===== src/rtl/bin2bcd_pkg.sv =====
// Shared types, constants and helpers for the sequential binary-to-BCD converter.
package bin2bcd_pkg;

  // Converter control states.
  typedef enum logic [1:0] {
    StIdle,
    StShift,
    StDone
  } state_e;

  // Double-dabble nibble correction: nibbles at or above the threshold get the add.
  localparam int unsigned BCD_ADJ_THRESH = 5;
  localparam int unsigned BCD_ADJ_ADD    = 3;

  // Number of decimal digits needed to show 2^w - 1 (valid for 1 <= w <= 63).
  function automatic int unsigned min_digits(input int unsigned w);
    longint unsigned max_val;
    int unsigned     digits;
    max_val = (64'd1 << w) - 64'd1;
    digits  = 1;
    while (max_val >= 64'd10) begin
      max_val = max_val / 64'd10;
      digits  = digits + 1;
    end
    return digits;
  endfunction

endpackage


===== src/rtl/bcd_digit_adjust.sv =====
// Single-digit add-3 correction applied before each double-dabble shift.
module bcd_digit_adjust
  import bin2bcd_pkg::*;
(
  input  logic [3:0] nibble,
  output logic [3:0] adjusted
);

  // A digit <= 9 plus 3 stays within 4 bits, so no carry is lost.
  always_comb begin
    adjusted = nibble;
    if (nibble >= 4'(BCD_ADJ_THRESH)) begin
      adjusted = nibble + 4'(BCD_ADJ_ADD);
    end
  end

endmodule


===== src/rtl/bin2bcd_seq.sv =====
// Sequential binary-to-BCD converter (shift-and-add-3), one shift per clock,
// with valid/ready on the input and a one-cycle valid pulse on the output.
module bin2bcd_seq
  import bin2bcd_pkg::*;
#(
  parameter int unsigned W      = 8,
  parameter int unsigned DIGITS = 3
) (
  input  logic                  clk,
  input  logic                  rst,
  input  logic                  in_valid,
  output logic                  in_ready,
  input  logic [W-1:0]          bin_in,
  output logic                  out_valid,
  output logic                  busy,
  output logic [4*DIGITS-1:0]   bcd_out
);

  localparam int unsigned BcdW = 4 * DIGITS;
  localparam int unsigned ScrW = BcdW + W;
  localparam int unsigned CntW = $clog2(W + 1);

  // Reject configurations whose digit field cannot hold the largest input.
  if (W < 1 || W > 63) begin : gen_bad_width
    $error("bin2bcd_seq: W must be in 1..63");
  end else if (DIGITS < min_digits(W)) begin : gen_bad_digits
    $error("bin2bcd_seq: DIGITS too small for W");
  end

  state_e            state_q, state_d;
  logic [ScrW-1:0]   scratch_q, scratch_d;
  logic [CntW-1:0]   cnt_q, cnt_d;
  logic [BcdW-1:0]   bcd_q, bcd_d;

  logic [BcdW-1:0]   bcd_adj;
  logic [ScrW-1:0]   shifted;
  logic              last_shift;

  // Per-digit add-3 correction on the BCD field of the scratch register.
  for (genvar i = 0; i < DIGITS; i++) begin : gen_adj
    bcd_digit_adjust u_adj (
      .nibble   (scratch_q[W + 4*i +: 4]),
      .adjusted (bcd_adj[4*i +: 4])
    );
  end

  // Shift the corrected {BCD, bin} left; the top digit's MSB falls off (always 0).
  assign shifted    = {bcd_adj[BcdW-2:0], scratch_q[W-1:0], 1'b0};
  assign last_shift = (cnt_q == CntW'(1));

  // State register.
  always_ff @(posedge clk) begin
    if (rst) begin
      state_q <= StIdle;
    end else begin
      state_q <= state_d;
    end
  end

  // Next-state logic.
  always_comb begin
    state_d = state_q;
    unique case (state_q)
      StIdle:  if (in_valid)   state_d = StShift;
      StShift: if (last_shift) state_d = StDone;
      StDone:                  state_d = StIdle;
      default:                 state_d = StIdle;
    endcase
  end

  // Control outputs decoded from the current state.
  always_comb begin
    in_ready  = 1'b0;
    busy      = 1'b0;
    out_valid = 1'b0;
    unique case (state_q)
      StIdle:  in_ready = 1'b1;
      StShift: busy     = 1'b1;
      StDone: begin
        busy      = 1'b1;
        out_valid = 1'b1;
      end
      default: ;
    endcase
  end

  // Datapath next-state: load on accept, shift while converting, publish on last shift.
  always_comb begin
    scratch_d = scratch_q;
    cnt_d     = cnt_q;
    bcd_d     = bcd_q;
    unique case (state_q)
      StIdle: begin
        if (in_valid) begin
          scratch_d = {{BcdW{1'b0}}, bin_in};
          cnt_d     = CntW'(W);
        end
      end
      StShift: begin
        scratch_d = shifted;
        cnt_d     = cnt_q - CntW'(1);
        if (last_shift) begin
          bcd_d = shifted[ScrW-1 -: BcdW];
        end
      end
      default: ;
    endcase
  end

  // Datapath registers; bcd_q only changes when a full result is ready.
  always_ff @(posedge clk) begin
    if (rst) begin
      scratch_q <= '0;
      cnt_q     <= '0;
      bcd_q     <= '0;
    end else begin
      scratch_q <= scratch_d;
      cnt_q     <= cnt_d;
      bcd_q     <= bcd_d;
    end
  end

  assign bcd_out = bcd_q;

endmodule


===== config.mk =====
export PLATFORM = sky130hd
export DESIGN_NAME = bin2bcd_seq
export DESIGN_NICKNAME = d
export VERILOG_FILES = /design/src/rtl/bin2bcd_pkg.sv /design/src/rtl/bcd_digit_adjust.sv /design/src/rtl/bin2bcd_seq.sv
export SDC_FILE = /design/constraint.sdc
export NUM_CORES = 1
export LEC_CHECK = 0
export CORE_MARGIN = 4
export CORE_UTILIZATION = 29
export CTS_CLUSTER_DIAMETER = 30
export DETAILED_ROUTE_END_ITERATION = 12
export GPL_TIMING_DRIVEN = 0
export PLACE_DENSITY_LB_ADDON = 0.08
export SYNTH_ARGS = -nofsm -noshare
export SYNTH_HDL_FRONTEND = slang
export SYNTH_HIERARCHICAL = 1
export SYNTH_SLANG_ARGS = --single-unit

===== constraint.sdc =====
create_clock -name clk -period 2.65 [get_ports clk]
set_input_delay 0.53 -clock clk [delete_from_list [all_inputs] [get_ports clk]]
set_output_delay 0.53 -clock clk [all_outputs]
set_load 0.005 [all_outputs]

==> out/results.tsv <==
stage	metric	value	unit
timing	slew_headroom	62.6	%
power	irDropWorstVdd	300	uV
timing	fin_worst_skew	0.00859	ns
logic_synthesis	postSynthAreaPerCell	8.74	um^2
power	p_clk_share	33.9	%
power	power.total	0.00124	W
floorplanning	core_area	0.00610	mm^2
finish	area_growth	22.8	%
place	port_buffers	24	
critical_path	crit_required	2.12	ns
timing	drv_slew	0	
global_routing	grt_max_degree	12	
global_routing	grt_pass1_wl	7.17	mm
timing	tns	0	ns
power	swShare	27.5	%
floorplanning	num_io_pins	26	
timing	finalCriticalPeriod	2.12	ns
run_status	status	finished, final reports clean	
power	cellLeakagePower	0.836	nW
route	via_per_inst	4.80	
route	wl	4.23	mm
route	wl_per_cell	13.2	um
finish	regArea	761	um^2
clocking	root_buffer	clkbuf_8	
critical_path	critical_path.max_stage_delay	0.56	ns
timing	setup_viol	0	
timing	fmax	472	MHz
timing	grt_setup_unrepaired	no	
power	p_sw	0.000340	W
clocking	cts_setup_buffers	0	
clocking	cts_buffers	5	
route	num_vias	1540	
clocking	cts_tree	yes	
route	ant_nets	0	
finish	fin_cells	321	
place	place_ws	0.652	ns
timing	finalHoldViolCount	0	
floorplanning	dieWidth	88.3	um
finish	multi_input_area	987	um^2
clocking	ctsHoldBuffers	0	
route	dr.first_iter.drc_count	46	
logic_synthesis	synthesis.nets	236	
place	post-dp-hpwl	3.00	mm
place	gp_congestion	0.782	
timing	min_period_over_period	79.9	%
critical_path	cp-end-kind	output pin	
power	power.density	539	mW/mm^2
floorplanning	start_util	30.7	%
global_routing	grt_pass1_vias	1502	
critical_path	path_cells	inv_1, ha_1, clkdlybuf4s50_1	
route	drtPass1Iterations	4	
clocking	post_cts_resize_count	0	
global_routing	grt_overflow	0	
clocking	clkLatencyLatePin	0.29	ns
critical_path	path_class	reg -> out	
clocking	clk_pin_slew	0.08	ns
logic_synthesis	yosys_warnings	6	
critical_path	start_kind	register	
floorplanning	die_h	88.3	um
power	p_int	0.000897	W
critical_path	worst-path-buf-inv	2	
critical_path	cp_data_arrival_time	1.59	ns
logic_synthesis	synthesis.area	0.00187	mm^2
finish	fillers	656	
floorplanning	rows	28	
clocking	clock_sink_count	38	
clocking	htree_levels	2	
place	dp_cells	313	
hold_path	hold_class	reg -> reg	
finish	drive_above_1_share	9.76	%
timing	tightest_slew	0.561	ns
critical_path	cp_top_family	buffers and inverters	
floorplanning	die_area	0.00779	mm^2
critical_path	path_max_fanout	5	
finish	n_antenna_cell	0	
logic_synthesis	syn_inst	214	
timing	fin_ws	0.533	ns
route	route.detailed.drc	0	
clocking	cts_buffer_depth	2	
global_routing	antenna_found_initial	0	
run	maxCapViolCount	0	
power	power_frac_comb	16.6	%
finish	fin_nets	267	
power	seq_power_share	49.5	%
critical_path	critPathSlowestCell	clkdlybuf4s50_1	
global_routing	grtUsageTotal	11.9	%
power groups by stage:
stage	Sequential [W]	Clock, W	Combinational, W
2_1_floorplan	0.000622	0	0.000146
3_3_place_gp	0.000626	0	0.000210
3_5_place_dp	0.000627	0	0.000207
4_1_cts	0.000613	0.000440	0.000209
5_1_grt	0.000617	0.000469	0.000224
6_report	0.000613	0.000419	0.000206
sequential cells by signal (all words and copies together) (netlist names):
signal,flops
cnt_q,4
bcd_out,12
scratch_q,20
state_q,2
cells in the final DEF (no fill, tap or decap), types with 2 or more instances in the layout:
| master | instances |
|---|---|
| clkbuf_1 | 5 |
| xnor2_1 | 3 |
| a21oi_2 | 3 |
| o21ai_1 | 2 |
| a211oi_2 | 2 |
| mux2i_1 | 10 |
| buf_4 | 4 |
| a211oi_1 | 7 |
| nor2_1 | 23 |
| nand2_1 | 38 |
| a21oi_1 | 16 |
| inv_1 | 12 |
| nand2b_1 | 6 |
| clkbuf_8 | 6 |
| nand3_1 | 2 |
| clkdlybuf4s50_1 | 24 |
| buf_2 | 3 |
| dfxtp_1 | 38 |
| o21ai_0 | 3 |
| a32oi_1 | 13 |
| ha_1 | 11 |
metrics by stage:
stage | hold WS [ns] | area, um^2 | utilization, %
final | 0.454 | 2290 | 37.6
after CTS | 0.457 | 2290 | 37.6
after global placement | 0.444 | 2200 | 36.1
after global routing | 0.482 | 2290 | 37.6
after floorplan | 0.432 | 1870 | -
after detailed placement | 0.447 | 2200 | 36.1
cell type report:
| type | instances | area share (%) |
|---|---|---|
| sequential | 38 | 33.2 |
| clock buffer | 7 | 3.76 |
| timing repair buffer | 24 | 10.5 |
| clock inverter | 1 | 0.218 |
| inverter | 12 | 1.96 |
| buffer | 13 | 3.33 |
| tap | 75 | 4.09 |
| multi-input combinational | 151 | 43.0 |
worst register-to-register path: stages, from the launching register on:
cell and delay, ns:
dfxtp_1 0.37, inv_1 0.07, ha_1 0.22, buf_4 0.20, mux2i_4 0.30, buf_4 0.25
nand2_1 0.07, a21oi_1 0.11
worst paths after layout:
kind	cells past startpoint	endpoint	from	slack, ns
max	3	in_ready	state_q[0]$_SDFFE_PP0P_	0.53
min	2	bcd_out[10]$_SDFFE_PP0P_	bcd_out[10]$_SDFFE_PP0P_	0.45
max reg2reg	7	scratch_q[0]$_SDFFE_PP0P_	state_q[1]$_SDFFE_PP0P_	0.99
min reg2reg	2	bcd_out[10]$_SDFFE_PP0P_	bcd_out[10]$_SDFFE_PP0P_	0.45
per-layer routing:
layer	GRT usage, %	share of wire, %	up-vias
li1	-	-	805
met2	17.4	41	19
met1	16.5	53	709
met4	5.49	2.0	0
met3	2.98	3.2	7
met5	0	0	-
Power figures use the tool's default switching activity.
